$ cat config.mk
export PLATFORM = sky130hd
export DESIGN_NAME = data_cache
export DESIGN_NICKNAME = d
export VERILOG_FILES = /design/src/rtl/data_cache_pkg.sv /design/src/rtl/cache_line_array.sv /design/src/rtl/data_cache.sv
export SDC_FILE = /design/constraint.sdc
export NUM_CORES = 2
export LEC_CHECK = 0
export CAP_MARGIN = 20
export CORE_MARGIN = 5
export CORE_UTILIZATION = 50
export CTS_BUF_LIST = sky130_fd_sc_hd__clkbuf_8
export DETAILED_ROUTE_END_ITERATION = 16
export GPL_ROUTABILITY_DRIVEN = 0
export PLACE_DENSITY = 0.7
export SLEW_MARGIN = 20
export SYNTH_ARGS = -nofsm -noshare
export SYNTH_HDL_FRONTEND = slang
export SYNTH_HIERARCHICAL = 1
export SYNTH_SLANG_ARGS = --single-unit
$ cat constraint.sdc
create_clock -name clk -period 17.5 [get_ports clk]
set_input_delay 2.625 -clock clk [delete_from_list [all_inputs] [get_ports clk]]
set_output_delay 2.625 -clock clk [all_outputs]
set_load 0.005 [all_outputs]
$ cat src/rtl/data_cache_pkg.sv
// Shared types and address helpers for the direct-mapped write-through data cache.
package data_cache_pkg;

  localparam int INDEX_BITS_DEFAULT = 6;
  localparam int TAG_BITS           = 30 - INDEX_BITS_DEFAULT;
  localparam int LINES              = 2 ** INDEX_BITS_DEFAULT;

  typedef enum logic [1:0] {
    IDLE,
    RD_MISS,
    WR_THRU
  } state_t;

  function automatic logic [31:0] index_of(input logic [31:0] addr, input int index_bits);
    return (addr >> 2) & ((32'd1 << index_bits) - 32'd1);
  endfunction

  function automatic logic [31:0] tag_of(input logic [31:0] addr, input int index_bits);
    return addr >> (index_bits + 2);
  endfunction

endpackage

$ cat src/rtl/cache_line_array.sv
// Tag/valid/data storage: combinational read port, synchronous write port, async valid clear.
module cache_line_array
  import data_cache_pkg::*;
#(
  parameter int INDEX_BITS = INDEX_BITS_DEFAULT,
  parameter int TAG_W      = TAG_BITS
) (
  input  logic                  clk,
  input  logic                  rst_n,
  input  logic [INDEX_BITS-1:0] rd_index,
  output logic                  rd_valid,
  output logic [TAG_W-1:0]      rd_tag,
  output logic [31:0]           rd_data,
  input  logic                  wr_en,
  input  logic [INDEX_BITS-1:0] wr_index,
  input  logic [TAG_W-1:0]      wr_tag,
  input  logic [31:0]           wr_data
);

  localparam int DEPTH = 2 ** INDEX_BITS;

  logic [DEPTH-1:0] valid;
  logic [TAG_W-1:0] tags [DEPTH];
  logic [31:0]      data [DEPTH];

  always_ff @(posedge clk or negedge rst_n) begin
    if (!rst_n) begin
      valid <= '0;
    end else if (wr_en) begin
      valid[wr_index] <= 1'b1;
    end
  end

  // Tag and data need no reset: a cleared valid bit masks them.
  always_ff @(posedge clk) begin
    if (wr_en) begin
      tags[wr_index] <= wr_tag;
      data[wr_index] <= wr_data;
    end
  end

  assign rd_valid = valid[rd_index];
  assign rd_tag   = tags[rd_index];
  assign rd_data  = data[rd_index];

endmodule

$ cat src/rtl/data_cache.sv
// Direct-mapped, write-through, no-write-allocate data cache for the MEM stage.
module data_cache
  import data_cache_pkg::*;
#(
  parameter int INDEX_BITS = INDEX_BITS_DEFAULT,
  parameter int CNT_WIDTH  = 16
) (
  input  logic                 clk,
  input  logic                 rst_n,
  input  logic [31:0]          ADDRESS,
  input  logic [31:0]          WRITE_DATA,
  input  logic                 MEM_READ,
  input  logic                 MEM_WRITE,
  output logic [31:0]          READ_DATA,
  output logic                 HIT,
  output logic                 STALL,
  output logic                 MM_REQ,
  output logic                 MM_WE,
  output logic [31:0]          MM_ADDR,
  output logic [31:0]          MM_WDATA,
  input  logic [31:0]          MM_RDATA,
  input  logic                 MM_ACK,
  output logic [CNT_WIDTH-1:0] HIT_COUNT,
  output logic [CNT_WIDTH-1:0] MISS_COUNT
);

  localparam int TAG_W = 30 - INDEX_BITS;

  state_t                state, state_next;
  logic [29:0]           addr_q;
  logic [31:0]           wdata_q;
  logic [CNT_WIDTH-1:0]  hit_cnt, miss_cnt;
  logic                  latch_addr, latch_data, hit_inc, miss_inc, arr_we;
  logic [31:0]           arr_wdata;
  logic [31:0]           look_addr;
  logic [INDEX_BITS-1:0] look_index;
  logic [TAG_W-1:0]      look_tag;
  logic                  line_valid;
  logic [TAG_W-1:0]      line_tag;
  logic [31:0]           line_data;
  logic                  line_hit;

  function automatic logic [CNT_WIDTH-1:0] sat_inc(input logic [CNT_WIDTH-1:0] v);
    return (&v) ? v : v + {{(CNT_WIDTH-1){1'b0}}, 1'b1};
  endfunction

  // Outside IDLE the lookup uses the latched request, so the write-through hit check sees the stored address.
  assign look_addr  = (state == IDLE) ? ADDRESS : {addr_q, 2'b00};
  assign look_index = INDEX_BITS'(index_of(look_addr, INDEX_BITS));
  assign look_tag   = TAG_W'(tag_of(look_addr, INDEX_BITS));
  assign line_hit   = line_valid && (line_tag == look_tag);

  cache_line_array #(
    .INDEX_BITS(INDEX_BITS),
    .TAG_W     (TAG_W)
  ) u_lines (
    .clk     (clk),
    .rst_n   (rst_n),
    .rd_index(look_index),
    .rd_valid(line_valid),
    .rd_tag  (line_tag),
    .rd_data (line_data),
    .wr_en   (arr_we),
    .wr_index(look_index),
    .wr_tag  (look_tag),
    .wr_data (arr_wdata)
  );

  always_ff @(posedge clk or negedge rst_n) begin
    if (!rst_n) begin
      state    <= IDLE;
      addr_q   <= '0;
      wdata_q  <= '0;
      hit_cnt  <= '0;
      miss_cnt <= '0;
    end else begin
      state <= state_next;
      if (latch_addr) addr_q  <= ADDRESS[31:2];
      if (latch_data) wdata_q <= WRITE_DATA;
      if (hit_inc)    hit_cnt  <= sat_inc(hit_cnt);
      if (miss_inc)   miss_cnt <= sat_inc(miss_cnt);
    end
  end

  always_comb begin
    state_next = state;
    READ_DATA  = '0;
    HIT        = 1'b0;
    STALL      = 1'b0;
    latch_addr = 1'b0;
    latch_data = 1'b0;
    hit_inc    = 1'b0;
    miss_inc   = 1'b0;
    arr_we     = 1'b0;
    arr_wdata  = wdata_q;
    // Pipeline-facing outputs stay at their reset values while rst_n is low.
    if (rst_n) begin
      case (state)
        IDLE: begin
          if (MEM_WRITE) begin
            STALL      = 1'b1;
            latch_addr = 1'b1;
            latch_data = 1'b1;
            state_next = WR_THRU;
          end else if (MEM_READ) begin
            if (line_hit) begin
              READ_DATA = line_data;
              HIT       = 1'b1;
              hit_inc   = 1'b1;
            end else begin
              STALL      = 1'b1;
              latch_addr = 1'b1;
              miss_inc   = 1'b1;
              state_next = RD_MISS;
            end
          end
        end
        RD_MISS: begin
          if (MM_ACK) begin
            READ_DATA  = MM_RDATA;
            arr_we     = 1'b1;
            arr_wdata  = MM_RDATA;
            state_next = IDLE;
          end else begin
            STALL = 1'b1;
          end
        end
        WR_THRU: begin
          if (MM_ACK) begin
            arr_we     = line_hit;
            state_next = IDLE;
          end else begin
            STALL = 1'b1;
          end
        end
        default: state_next = IDLE;
      endcase
    end
  end

  assign MM_REQ     = (state != IDLE);
  assign MM_WE      = (state == WR_THRU);
  assign MM_ADDR    = {addr_q, 2'b00};
  assign MM_WDATA   = wdata_q;
  assign HIT_COUNT  = hit_cnt;
  assign MISS_COUNT = miss_cnt;

endmodule

### After elaboration in Yosys (flattened, before gate mapping)

Memories as Yosys holds them, arrays and structs flattened.
Index checks and enable logic that the tools add are counted.

* output and inout port bits: 132
* logic and storage cells: 75
* memories kept: 2
* RAM bits: 3584
* bits in registers: 160
* bits of input ports: 101

Memory list
* u_lines.data: words 64, bits a word 32, read ports 1, clocked after memory_dff 0, wr ports 1, RTL line cache_line_array.sv:24 `logic [31:0] data [DEPTH];`
* u_lines.tags: words 64, bits a word 24, read ports 1, clocked after memory_dff 0, wr ports 1, RTL line cache_line_array.sv:23 `logic [TAG_W-1:0] tags [DEPTH];`

* $lt $le $gt $ge: 2
* eq/ne operators: 6
* $add $sub $neg: 2
* multiplexer cells: 44
* reductions and logical operators: 10
* bitwise logic cells: 3

Operators with widths (number)
* 32-bit 2-to-1 mux: 9
* 64-bit OR: 1
* 32-bit case mux with 2 select lines: 1
* 16-bit by 1-bit adder with 16-bit output (second input constant): 2
* 16-bit AND reduction: 2
* 1-bit 2-to-1 mux: 25
* 24-bit == test: 1
* 2-bit 2-to-1 mux: 4
* 6-bit by 7-bit < comparator with 1-bit output (second input constant): 1
* 1-bit binary-select mux with 6-bit select: 1
* 1-bit demux with 6-bit select: 1
* 6-bit by 1-bit >= comparator with 1-bit output (second input constant): 1
* 3-bit != test (second input constant): 2
* 1-bit case mux with 2 select lines: 2
* 2-bit case mux with 2 select lines: 1
* 2-bit AND reduction: 2
* 4-bit AND reduction: 1
* 2-bit by 1-bit == test with 1-bit output (second input constant): 1
* 2-bit == test (second input constant): 1
* 1-bit logical AND: 2
* 2-bit zero test: 1
* 2-bit by 1-bit != test with 1-bit output (second input constant): 1
* 1-bit inverter: 2
* 2-bit nonzero test: 1
* 2-bit OR reduction: 1

### Longest topological paths before layout

* depth in word-level cells: 11
* gate-level depth with buffers: 27
* gate-level depth less buffers: 18

### Modules after synthesis

Netlist, hierarchy kept.

Modules (own cells, without submodules)
* cache_line_array: area each 139537.6 um^2, times used 1, cells each 6299, sequential area each 109224.8 um^2
* data_cache: area each 5455.2 um^2, times used 1, cells each 464, sequential area each 2402.3 um^2

### Worst setup path after synthesis

No wires, ideal clock.

* path kind: input port to flip-flop
* start point: in ADDRESS[2]
* end point: mem u_lines.data[30][0], enable pin
* setup time: 0.471 ns
* path slack: 8.625 ns
* required time: 17.029 ns
* cell stages on the path: 18
* buffers on the path: 4
* arrival time: 8.404 ns
* cell sequence: mux2_2 > buf_6 > buf_12 > buf_12 > buf_6 > mux4_1 > mux2_2 > o221ai_1 > a2bb2oi_1 > xor2_1 > nor4_1 > nand3b_1 > nor3_1 > a21oi_1 > nor2_1 > nor2b_1 > nand3_1 > nor2_1

* word-level cells in the longest chain between the ends: 9
* elaborated cells on any way between the ends: 11
* classes of those cells: eq/ne (1); mux (8); reduce/logical (1); memory (1)

RTL lines
* from (decl): RTL line data_cache.sv:10 `input logic [31:0] ADDRESS,`
* 32-bit 2-to-1 mux: RTL line data_cache.sv:48 `assign look_addr = (state == IDLE) ? ADDRESS : {addr_q, 2'b00};`
* memory 64 x 24 bit
* via line_tag[17]: RTL line data_cache.sv:39 `logic [TAG_W-1:0] line_tag;`
* 24-bit == test: RTL line data_cache.sv:51 `assign line_hit = line_valid && (line_tag == look_tag);`
* 1-bit logical AND: RTL line data_cache.sv:51
* 1-bit 2-to-1 mux: RTL line data_cache.sv:129 `if (MM_ACK) begin`
* 1-bit case mux with 2 select lines: RTL line data_cache.sv:98 `case (state)`
* 1-bit 2-to-1 mux: RTL line data_cache.sv:97 `if (rst_n) begin`
* via arr_we: RTL line data_cache.sv:33 `logic latch_addr, latch_data, hit_inc, miss_inc, arr_we;`
* 1-bit 2-to-1 mux: RTL line cache_line_array.sv:36 `if (wr_en) begin`
* 1-bit 2-to-1 mux (implied by the code): RTL line cache_line_array.sv:38 `data[wr_index] <= wr_data;`
* to (decl): RTL line cache_line_array.sv:24

The timed path passes the listed nets, and every way through them passes these cells. The select of a mux whose other input is x is not followed.

### Worst setup path after layout

* start point: in ADDRESS[4]
* end point: out READ_DATA[27]

* word-level cells in the longest chain between the ends: 9
* elaborated cells on any way between the ends: 12
* classes of those cells: eq/ne (1); mux (8); reduce/logical (1); memory (2)

RTL lines
* 32-bit 2-to-1 mux: RTL line data_cache.sv:48
* via look_addr[4]: RTL line data_cache.sv:35 `logic [31:0] look_addr;`
* memory 64 x 24 bit
* via line_tag[1]: RTL line data_cache.sv:39
* 24-bit == test: RTL line data_cache.sv:51
* 1-bit logical AND: RTL line data_cache.sv:51
* 32-bit 2-to-1 mux: RTL line data_cache.sv:106 `if (line_hit) begin`
* 32-bit 2-to-1 mux: RTL line data_cache.sv:105 `end else if (MEM_READ) begin`
* 32-bit 2-to-1 mux: RTL line data_cache.sv:100 `if (MEM_WRITE) begin`
* 32-bit case mux with 2 select lines: RTL line data_cache.sv:98
* 32-bit 2-to-1 mux: RTL line data_cache.sv:97
* to (decl): RTL line data_cache.sv:14 `output logic [31:0] READ_DATA,`

The timed path passes the listed nets, and every way through them passes these cells. The select of a mux whose other input is x is not followed.

==> impl_metrics.csv <==
group,metric,value,unit
clock_network,cts_root_buffer,"clkbuf_8",
clock_network,clock_latency,1070,ps
sta,setup_violations,0,
yosys,ys.flop_type,"edfxtp_1",
yosys,synth_area_leaders,"edfxtp_1 (74%), mux4_2 (10%), mux2i_1 (3.0%)",
drt,drt-total-wl,382000,um
floorplan,fp.dieW,549,um
job,maxCapViolCount,0,
clock_network,h-tree-depth,6,
yosys,ys_ff_latch,3744,
yosys,yosysUniqueCellTypes,61,
setup_path,max_stage_delay,1090,ps
clock_network,cts_tree,"built",
clock_network,clk_pin_slew,60,ps
finish,postLayoutCoreUtil,56.5,%
grt,antenna_found_initial,14,
floorplan,pin_count,233,
floorplan,coreArea,288000,um2
finish,drive_gt1_share,25.5,%
sta,max_slew_margin,13.9,%
drt,drt_first_pass_iters,6,
worst_hold_path,hold_path.class,"flop to flop",
setup_path,required,14880,ps
yosys,synth_area,145000,um2
placement,port_buffers,228,
clock_network,cts_resized,0,
sta,rsz0062_at_grt,"no",
power,p_seq_share,40.7,%
clock_network,cts.sinks,3744,
grt,grt-ovfl-total,0,
setup_path,cp_max_fo,49,
power,swShare,34.9,%
clock_network,cts_buffers,579,
yosys,synth-edff-count,3584,
sta,worst_slew_pin_slew,1280,ps
sta,fin_tns_setup,0,ps
clock_network,clockBufferDepth,4,
placement,dpl_worst_slack,5090,ps
yosys,synth_common_cells,"edfxtp_1 (3584), mux4_2 (666), mux2i_1 (438), mux2_2 (231), o22ai_1 (208)",
yosys,async_reset_ff_share,4.27,%
sta,final.period_utilization,72.3,%
yosys,avgSynthCellArea,21.4,um2
floorplan,initial_core_util,50.3,%
power,cell_internal_pwr,18400,uW
setup_path,startpoint_type,"primary input",
power,combPwrFrac,35.6,%
drt,drt_iter0_drc,10100,
drt,ant_nets,0,
sta,min_period,12650,ps
power,power_switching,9880,uW
grt,grt_pass1_vias,74700,
finish,syn_to_final_growth,12.4,%
setup_path,end_kind,"primary output",
setup_path,worst_path_most_repeated_cell,"buf_4",
placement,dp_hpwl,204000,um
sta,max_freq,0.0791,GHz
power,irDropWorstVdd,163,uV
yosys,yosys.area.top_type_share,74.2,%
power,powerDensity,174,nW/um2
run_status,status,"completed",
finish,layout.nets,7505,
grt,grtUsageTotal,24.9,%
power,p_leak,0.0533,uW
sta,skew,86.3,ps
drt,post_drt_wl_per_cell,32.8,um
drt,vias_per_cell,6.44,
drt,vias,74900,
setup_path,worstPathCellList,"clkdlybuf4s50_1 -> mux2_8 -> buf_4 -> or3b_2 -> buf_4 -> o22ai_1 -> nor4_1 -> buf_4 -> a2bb2oi_1 -> xor2_1 -> nor2_1 -> nand4b_1 -> nor4_4 -> buf_4 -> a22o_1 -> clkdlybuf4s50_1",
sta,finalHoldViolations,0,
grt,grt_pass1_wl,541000,um
clock_network,holdBufCountCts,0,
power,power.share.clock,23.6,%
setup_path,worst_path_max_delay_cell,"nor4_1",
clock_network,cts_setup_buffers,0,
yosys,postSynthCellCount,6763,
setup_path,crit_arrival,10020,ps
floorplan,num_rows,197,
sta,slew_violations,0,
yosys,yosysTopAreaCell,"edfxtp_1",
yosys,yosysWarnings,6,
sta,fin_ws,4850,ps
floorplan,dieArea,301000,um2
setup_path,crit_type,"primary input to primary output",
yosys,yosysMostFrequentCell,"edfxtp_1",
grt,grt_max_degree,129,
floorplan,die_height,549,um
yosys,yosysSeqAreaShare,77.0,%
drt,route.detailed.drc,0,
-- metrics by stage --
stage / instance area (um2) / cells / hold slack [ps] / power, uW
2_1_floorplan: 145000 / 6764 / 430 / 18100
3_3_place_gp: 152000 / 10600 / 444 / 21500
3_5_place_dp: 152000 / 10600 / 449 / 21700
4_1_cts: 163000 / 11600 / 466 / 28300
5_1_grt: 163000 / 11600 / 477 / 29300
6_report: 163000 / 11600 / 465 / 28300
-- layout by cell type (no fill, tap or decap), types with 30 or more instances in the layout --
cell type | synthesis | routed
o21ai_0 | 79 | 79
and3_1 | 37 | 36
a22oi_1 | 74 | 74
nor2_1 | 120 | 56
o22ai_1 | 208 | 208
a211oi_1 | 34 | 34
mux2i_1 | 438 | 438
nor4_1 | 59 | 41
nor2b_1 | 44 | 41
o221ai_1 | 44 | 44
nand3_1 | 41 | 40
mux4_2 | 666 | 666
buf_4 | 58 | 190
a22o_1 | 58 | 58
nor2_4 | 0 | 65
or2_2 | 66 | 67
clkinv_1 | 0 | 132
dfrtp_1 | 160 | 160
nand2_1 | 60 | 54
xor2_1 | 37 | 37
a221oi_1 | 54 | 54
clkdlybuf4s50_1 | 0 | 227
inv_1 | 4 | 189
edfxtp_1 | 3584 | 3584
a2bb2oi_1 | 30 | 30
mux2_2 | 231 | 199
mux2_4 | 3 | 31
clkbuf_8 | 0 | 602
clkinv_2 | 0 | 55
-- cells by family (layout without fill, tap and decap cells) --
family / Yosys count / after routing / synth area share (%)
flops: 3744 / 3744 / 77.0
mux: 1370 / 1370 / 15.7
compound gates: 684 / 684 / 3.37
simple gates: 513 / 513 / 1.88
buf+inv: 395 / 1471 / 1.66
xor+xnor: 50 / 50 / 0.302
fa+ha+maj: 6 / 6 / 0.0518
other cells: 1 / 7 / 0.00259
-- worst paths after layout --
check                                            endpoint  cells after the start                          start  slack, ps
setup / recovery                            READ_DATA[27]                     16                     ADDRESS[4]       4850
hold / removal              u_lines/valid[46]$_DFFE_PN0P_                      1  u_lines/valid[46]$_DFFE_PN0P_        470
setup reg to reg           u_lines/data[38][23]$_DFFE_PP_                     24           state[0]$_DFFE_PN0P_       7090
hold reg to reg             u_lines/valid[46]$_DFFE_PN0P_                      1  u_lines/valid[46]$_DFFE_PN0P_        470
max in group asynchronous       MISS_COUNT[7]$_DFFE_PN0P_                      3                          rst_n      13920
min in group asynchronous       MISS_COUNT[4]$_DFFE_PN0P_                      1                          rst_n       1610
-- final cells by class --
class                   count  area (um2)
clock inverters           422        2150
multi-input cells        2625       31900
fillers                 20900      125000
clock buffers             601        8270
flip-flops and latches   3744      112000
inverters                   4        15.0
well taps                3781        4730
diodes                      5        12.5
repair buffers            444        4250
-- sequential cells by signal (all words and copies together), names as in the netlist --
name	flops
MM_WDATA	32
MISS_COUNT	16
state	2
u_lines/valid	64
u_lines/tags	1536
u_lines/data	2048
addr_q	30
HIT_COUNT	16
-- layer usage --
layer  vias to the layer above  track usage, %  wire length [um]
met2                      4729            39.2            181000
met4                         2            9.04             15300
met5                         -               0                19
met1                     39500            35.0            145000
li1                      29800               -                 -
met3                       799            5.12             41100
-- critical path: cells and delay by family --
family                 cells  cell delay [ps]
AO/OA/AOI/OAI              3              590
AND/OR/NAND/NOR            5             2830
multiplexers               1              520
buffers and inverters      6             3090
XOR/XNOR                   1              190
-- power by group through the flow --
stage	Clock, uW	Combinational (uW)	Sequential [uW]
6_report	6690	10100	11500
5_1_grt	7230	10600	11500
2_1_floorplan	0	6400	11700
4_1_cts	6790	10000	11500
3_3_place_gp	0	9790	11700
3_5_place_dp	0	9980	11700
Power figures use the tool's default switching activity.
